### config.mk
export PLATFORM = sky130hd
export DESIGN_NAME = oflow_id_assign_fsm
export DESIGN_NICKNAME = d
export VERILOG_FILES = /design/src/rtl/oflow_ida_pkg.sv /design/src/rtl/oflow_id_allocator.sv /design/src/rtl/oflow_id_assign_fsm.sv
export SDC_FILE = /design/constraint.sdc
export NUM_CORES = 1
export LEC_CHECK = 0
export ABC_AREA = 0
export CAP_MARGIN = 20
export CORE_MARGIN = 4
export CORE_UTILIZATION = 35
export CTS_BUF_LIST = sky130_fd_sc_hd__clkbuf_4 sky130_fd_sc_hd__clkbuf_8 sky130_fd_sc_hd__clkbuf_16
export DETAILED_ROUTE_END_ITERATION = 10
export PLACE_DENSITY = 0.72
export SLEW_MARGIN = 15
export SYNTH_ARGS = -nofsm -noshare
export SYNTH_HDL_FRONTEND = slang
export SYNTH_SLANG_ARGS = --single-unit
export TNS_END_PERCENT = 30
### constraint.sdc
create_clock -name clk -period 2 [get_ports clk]
set_clock_uncertainty 0.05 [all_clocks]
set_input_delay 0.4 -clock clk [delete_from_list [all_inputs] [get_ports clk]]
set_output_delay 0.4 -clock clk [all_outputs]
set_load 0.01 [all_outputs]
### src/rtl/oflow_ida_pkg.sv
// Shared core dimensions and the ID-assign FSM state encoding used by the
// score-board ID assignment logic.
package oflow_ida_pkg;

    localparam int ROW_LEN                    = 2;
    localparam int PE_LEN                     = 2;
    localparam int ID_LEN                     = 8;
    localparam int SCORE_LEN                  = 16;
    localparam int PE_NUM                     = 4;
    localparam int MAX_ROWS_IN_SCORE_BOARD    = 4;
    localparam int NUM_OF_BBOX_IN_FRAME_WIDTH = 5;

    typedef enum logic [1:0] {
        idle_st = 2'd0,
        read_st = 2'd1,
        emit_st = 2'd2,
        done_st = 2'd3
    } ida_state_t;

endpackage

### src/rtl/oflow_id_allocator.sv
// Fresh-ID counter: hands out next_id and advances on alloc, persisting
// across frames and skipping zero on wrap (zero marks an empty board slot).
module oflow_id_allocator
    import oflow_ida_pkg::*;
(
    input  logic              clk,
    input  logic              reset_N,
    input  logic              alloc,
    output logic [ID_LEN-1:0] next_id
);

    logic [ID_LEN-1:0] r_next_id;

    always_ff @(posedge clk or negedge reset_N) begin
        if (!reset_N) begin
            r_next_id <= ID_LEN'(1);
        end else if (alloc) begin
            r_next_id <= (&r_next_id) ? ID_LEN'(1) : r_next_id + 1'b1;
        end
    end

    assign next_id = r_next_id;

endmodule

### src/rtl/oflow_id_assign_fsm.sv
// Walks the score board row by row, turning each valid entry into an
// (id, new-id flag) result on a valid/ready stream; one box per two cycles.
module oflow_id_assign_fsm
    import oflow_ida_pkg::*;
#(
    parameter logic [SCORE_LEN-1:0] SCORE_TH = 16'hFFF0
)(
    input  logic                                  clk,
    input  logic                                  reset_N,
    input  logic                                  start_ida,
    input  logic                                  conflict_counter_th,
    output logic [ROW_LEN-1:0]                    row_sel,
    output logic [PE_LEN-1:0]                     pe_sel,
    input  logic [ID_LEN-1:0]                     id_in,
    input  logic [SCORE_LEN-1:0]                  score_in,
    input  logic                                  ptr_in,
    output logic [ID_LEN-1:0]                     id_out,
    output logic                                  new_id_flg,
    output logic                                  out_valid,
    input  logic                                  out_ready,
    output logic                                  done_ida,
    output logic [NUM_OF_BBOX_IN_FRAME_WIDTH-1:0] bbox_count
);

    ida_state_t r_state;
    ida_state_t w_next_state;

    logic [ROW_LEN-1:0]                    r_row;
    logic [PE_LEN-1:0]                     r_pe;
    logic [NUM_OF_BBOX_IN_FRAME_WIDTH-1:0] r_bbox_count;
    logic [ID_LEN-1:0]                     r_id_out;
    logic                                  r_new_id;
    logic                                  r_conflict;
    logic                                  r_out_valid;
    logic                                  r_done;

    logic              w_start;
    logic              w_capture;
    logic              w_new_id;
    logic              w_alloc;
    logic              w_fire;
    logic              w_pe_last;
    logic              w_row_last;
    logic [ID_LEN-1:0] w_next_id;

    oflow_id_allocator u_id_allocator (
        .clk     (clk),
        .reset_N (reset_N),
        .alloc   (w_alloc),
        .next_id (w_next_id)
    );

    always_ff @(posedge clk or negedge reset_N) begin
        if (!reset_N) begin
            r_state <= idle_st;
        end else begin
            r_state <= w_next_state;
        end
    end

    // A match is rejected (fresh ID) on a pointer hit, a poor score, or when
    // conflict resolution overflowed for this frame.
    always_comb begin
        w_next_state = r_state;
        w_start      = (r_state == idle_st) && start_ida;
        w_capture    = (r_state == read_st) && (id_in != '0);
        w_new_id     = ptr_in || (score_in >= SCORE_TH) || r_conflict;
        w_alloc      = w_capture && w_new_id;
        w_fire       = (r_state == emit_st) && out_ready;
        w_pe_last    = (r_pe == PE_LEN'(PE_NUM - 1));
        w_row_last   = (r_row == ROW_LEN'(MAX_ROWS_IN_SCORE_BOARD - 1));
        case (r_state)
            idle_st: if (start_ida) w_next_state = read_st;
            read_st: w_next_state = (id_in == '0) ? done_st : emit_st;
            emit_st: if (out_ready) w_next_state = (w_pe_last && w_row_last) ? done_st : read_st;
            done_st: w_next_state = idle_st;
            default: w_next_state = idle_st;
        endcase
    end

    always_ff @(posedge clk or negedge reset_N) begin
        if (!reset_N) begin
            r_row        <= '0;
            r_pe         <= '0;
            r_bbox_count <= '0;
            r_id_out     <= '0;
            r_new_id     <= 1'b0;
            r_conflict   <= 1'b0;
            r_out_valid  <= 1'b0;
            r_done       <= 1'b0;
        end else begin
            r_out_valid <= (w_next_state == emit_st);
            r_done      <= (w_next_state == done_st);
            if (w_start) begin
                r_row        <= '0;
                r_pe         <= '0;
                r_bbox_count <= '0;
                r_conflict   <= conflict_counter_th;
            end
            if (w_capture) begin
                r_id_out <= w_new_id ? w_next_id : id_in;
                r_new_id <= w_new_id;
            end
            if (w_fire) begin
                r_bbox_count <= r_bbox_count + 1'b1;
                if (w_pe_last) begin
                    r_pe  <= '0;
                    r_row <= w_row_last ? '0 : r_row + 1'b1;
                end else begin
                    r_pe <= r_pe + 1'b1;
                end
            end
        end
    end

    assign row_sel    = r_row;
    assign pe_sel     = r_pe;
    assign id_out     = r_id_out;
    assign new_id_flg = r_new_id;
    assign out_valid  = r_out_valid;
    assign done_ida   = r_done;
    assign bbox_count = r_bbox_count;

endmodule

==> results.tsv <==
stage	metric	value	unit
cts	Worst-Skew Late Latency	0.29	ns
finish	most frequent cells in the layout	clkdlybuf4s50_1, dfrtp_1, nand2_1	
global_route	initial antenna violation count	0	
sta	endpoints failing setup	0	
drt	Routed Antenna Nets	0	
finish	synthesis-to-layout area growth	40.46	%
worst_hold_path	worst min-delay path class	flop to flop	
cts	clk slew on worst S/H paths	0.06	ns
floorplanning	I/O pin total	50	
sta	normalized max-slew margin	0.7353	
cts	Resized cells post-CTS	0	
global_route	Overall Global Routing Usage	0.1339	
placed_design	Detailed Place HPWL	2.661	mm
cts	Clk Tree Root Cell	clkbuf_8	
drt	routed wl met3	198	µm
worst_hold_path	WHS Endpoint	new_id_flg	
synthesis	sequential fraction of the synthesis area	0.5065	
cts	CTS tree	done	
worst_setup_path	FF-to-FF End	u_id_allocator.next_id[6]	
cts	htree depth	2	
power	peak supply drop	0.4211	mV
drt	DR iter-0 viols	47	
power	Pwr Total	2783	µW
sta	Final Cycle Share	0.8721	
synthesis	Simple-Gate Fraction of Synth Area	0.2055	
sta	setup slack after layout	0.2558	ns
synthesis	Synth Warn #	0	
flow_run	max_cap viols	0	
placed_design	DP Worst Slack	-0.04863	ns
worst_setup_path	r2r setup slk	0.30	ns
power	clock power share	0.180	
worst_setup_path	Req. time, crit path	2.12	ns
synthesis	Cells after Synth	144	
drt	via count	1265	
synthesis	mean post-synth cell area	10.65	µm²
worst_setup_path	critical path class	input port to flop	
worst_setup_path	Worst R2R Start	u_id_allocator.next_id[0]	
global_route	global route overflow	0	
cts	post-cts hold buffer count	0	
drt	DRT Pass-1 Iters	4	
cts	CTS Sinks	31	
power	PwrDens	1292	nW/µm²
synthesis	Synth Area in XOR/XNOR	0.02202	
sta	Worst-Margin Slew	0.3970	ns
power	Int Power	1794	µW
synthesis	Mapped Nets	178	
synthesis	multiplexer share of the synthesized area	0.07423	
synthesis	Synth cell types	41	
power	Logic pwr share	0.424	
drt	met1 WL	1.346	mm
worst_setup_path	Worst Setup Start Kind	input port	
floorplanning	Die X-Extent	74.20	µm
synthesis	largest family of logic cells by synthesized area	simple AND/OR/NAND/NOR gates	
finish	Multi-input gate area	701.9	µm²
worst_hold_path	worst hold path startpoint	new_id_flg	
worst_hold_path	Worst Hold Depth	2	
worst_setup_path	CP max-delay cell	clkdlybuf4s50_1	
power	Psw	989.9	µW
sta	minimum clock period	1.744	ns
global_route	maximum number of pins on one net before global-route repair	32	
synthesis	register bit total from synthesis	31	
floorplanning	Initial Util	0.3728	
finish	layout cells sized above 1	0.1206	
worst_setup_path	CP arrival	1.86	ns
placed_design	routability cong.	0.7996	
worst_setup_path	CP Max Fanout	4	
drt	WL met2	1.832	mm
worst_setup_path	CP Capture Type	flop	
power	Static Leak	0.0009101	µW
worst_setup_path	critical-path cell list	clkdlybuf4s50_1, nand4_1, o31a_1, or3_4, xnor2_2	
finish	Reg area	777.0	µm²
floorplanning	DIE AREA	5506	µm²
drt	WL/cell	13.73	µm
sta	f_max	0.5733	GHz
sta	Hold Violations, Final	0	
floorplanning	FP Rows	23	
finish	Final nets	233	
power	Sw Share	0.3557	
floorplanning	Core Box Area	4115	µm²
synthesis	post-synthesis adder-cell area fraction	0.03263	
drt	via-per-instance ratio	5.080	
run_status	status	finished clean	
synthesis	post-synthesis compound-gate area fraction	0.1232	
finish	commonest non-fill, non-tap cell in the layout	clkdlybuf4s50_1	
cts	postcts setup bufs	0	
finish	antenna cells	0	
power	Flop pwr share	0.397	
cts	TritonCTS Buffers	5	
sta	RSZ-0062 raised after global routing	false	
finish	fill count	390	
synthesis	Netlist Area Pre-Place	1534	µm²
sta	Max Slew Vio Count	0	
cts	CTS max path bufs	2	
drt	drt drc	0	
global_route	vias in the first global route	1211	
worst_setup_path	largest stage delay on the critical path	0.46	ns
placed_design	IO Port Bufs	45	
global_route	global-route wire length before repair	5.561	mm
floorplanning	Die Ht	74.20	µm
drt	highest routed layer	met4	
worst_setup_path	Worst R2R Path Depth	5	
drt	final wirelength	3.418	mm
-- synthesized netlist by cell type (all sizes together) --
cell	number	area share
mux2	3	0.022
and3	1	0.0041
and3b	1	0.0057
o22ai	1	0.0041
or3b	1	0.0057
nor2	12	0.029
xnor2	2	0.016
o21ai	6	0.020
ha	4	0.033
dfstp	1	0.017
and4	1	0.0057
a21o	1	0.0049
dfrtp	30	0.49
nand3	10	0.033
a211oi	1	0.0049
nor2b	1	0.0041
mux2i	8	0.052
o41ai	1	0.0057
nand4	5	0.020
and2	3	0.012
nor3	1	0.0033
o31ai	5	0.024
nand2b	3	0.017
a22o	2	0.011
buf	5	0.029
xor2	1	0.0057
nand2	13	0.032
clkbuf	1	0.0024
nor4	2	0.016
inv	2	0.0049
or3	1	0.0073
o31a	1	0.0057
a21oi	11	0.038
a31oi	1	0.0041
nand3b	2	0.0098
-- worst max-delay path by stage --
stage                                      to    startpoint  slack (ns)  cells past startpoint
floorplan           u_id_allocator.next_id[6]   score_in[6]        0.41                      5
global placement    u_id_allocator.next_id[6]   score_in[6]       -0.04                      5
detailed placement  u_id_allocator.next_id[6]   score_in[6]       -0.05                      5
CTS                 u_id_allocator.next_id[6]   score_in[6]        0.26                      5
global route        u_id_allocator.next_id[4]  score_in[14]        0.17                      6
finish              u_id_allocator.next_id[6]   score_in[6]        0.26                      5
-- power by group through the flow --
stage | sequential (µW) | clock [µW] | combinational (µW)
floorplan | 1140 | 0 | 658
global placement | 1100 | 0 | 1170
detailed placement | 1110 | 0 | 1200
CTS | 1110 | 518 | 1200
global route | 1150 | 535 | 1310
finish | 1100 | 500 | 1180
-- per-stage QoR --
stage          setup TNS, ns  area (µm²)  hold WS, ns  utilization  std cells
6_report                   0        2155       0.4377       0.5236        249
5_1_grt                    0        2155       0.4621       0.5236        249
4_1_cts                    0        2155       0.4429       0.5236        249
3_5_place_dp         -0.2130        2067       0.4200       0.5023        242
3_3_place_gp         -0.1178        2067       0.4178       0.5023        242
2_1_floorplan              0        1534      0.05441            -        144
-- metal layers --
layer	up-vias	track usage
li1	632	-
met1	604	0.1452
met2	23	0.2372
met3	6	0.05135
met4	0	0.04829
met5	-	0
-- area by class of cell --
class,instances,share of cell area
Sequential cell,31,0.3606
Clock inverter,1,0.002323
Tap cell,50,0.02904
Multi-Input combinational cell,105,0.3258
Inverter,2,0.003484
Clock buffer,6,0.03833
Timing Repair Buffer,54,0.2404
-- worst max-delay path, delay by kind of cell --
kind                      cells  cell delay [ns]
and+or+nand+nor               2             0.51
xor gates and xnor gates      1             0.13
buffers and inverters         1             0.46
AOI/OAI and AO/OA             1             0.36
-- logic make-up (layout without fill, tap and decap cells) --
kind of cell	Yosys count	count (layout)
DFF	31	31
buffers and inverters	8	63
adders and majority gates	4	4
AOI/OAI and AO/OA	30	30
xor gates and xnor gates	3	3
and+or+nand+nor	57	57
muxes	11	11
-- state kept, by name, summed over array words and instances, names as in the netlist --
| signal | flops |
|---|---|
| id_out | 8 |
| row_sel | 2 |
| u_id_allocator.next_id | 8 |
| r_conflict | 1 |
| out_valid | 1 |
| done_ida | 1 |
| pe_sel | 2 |
| r_state | 2 |
| new_id_flg | 1 |
| bbox_count | 5 |
No activity file was read; power rests on OpenSTA's default activity.
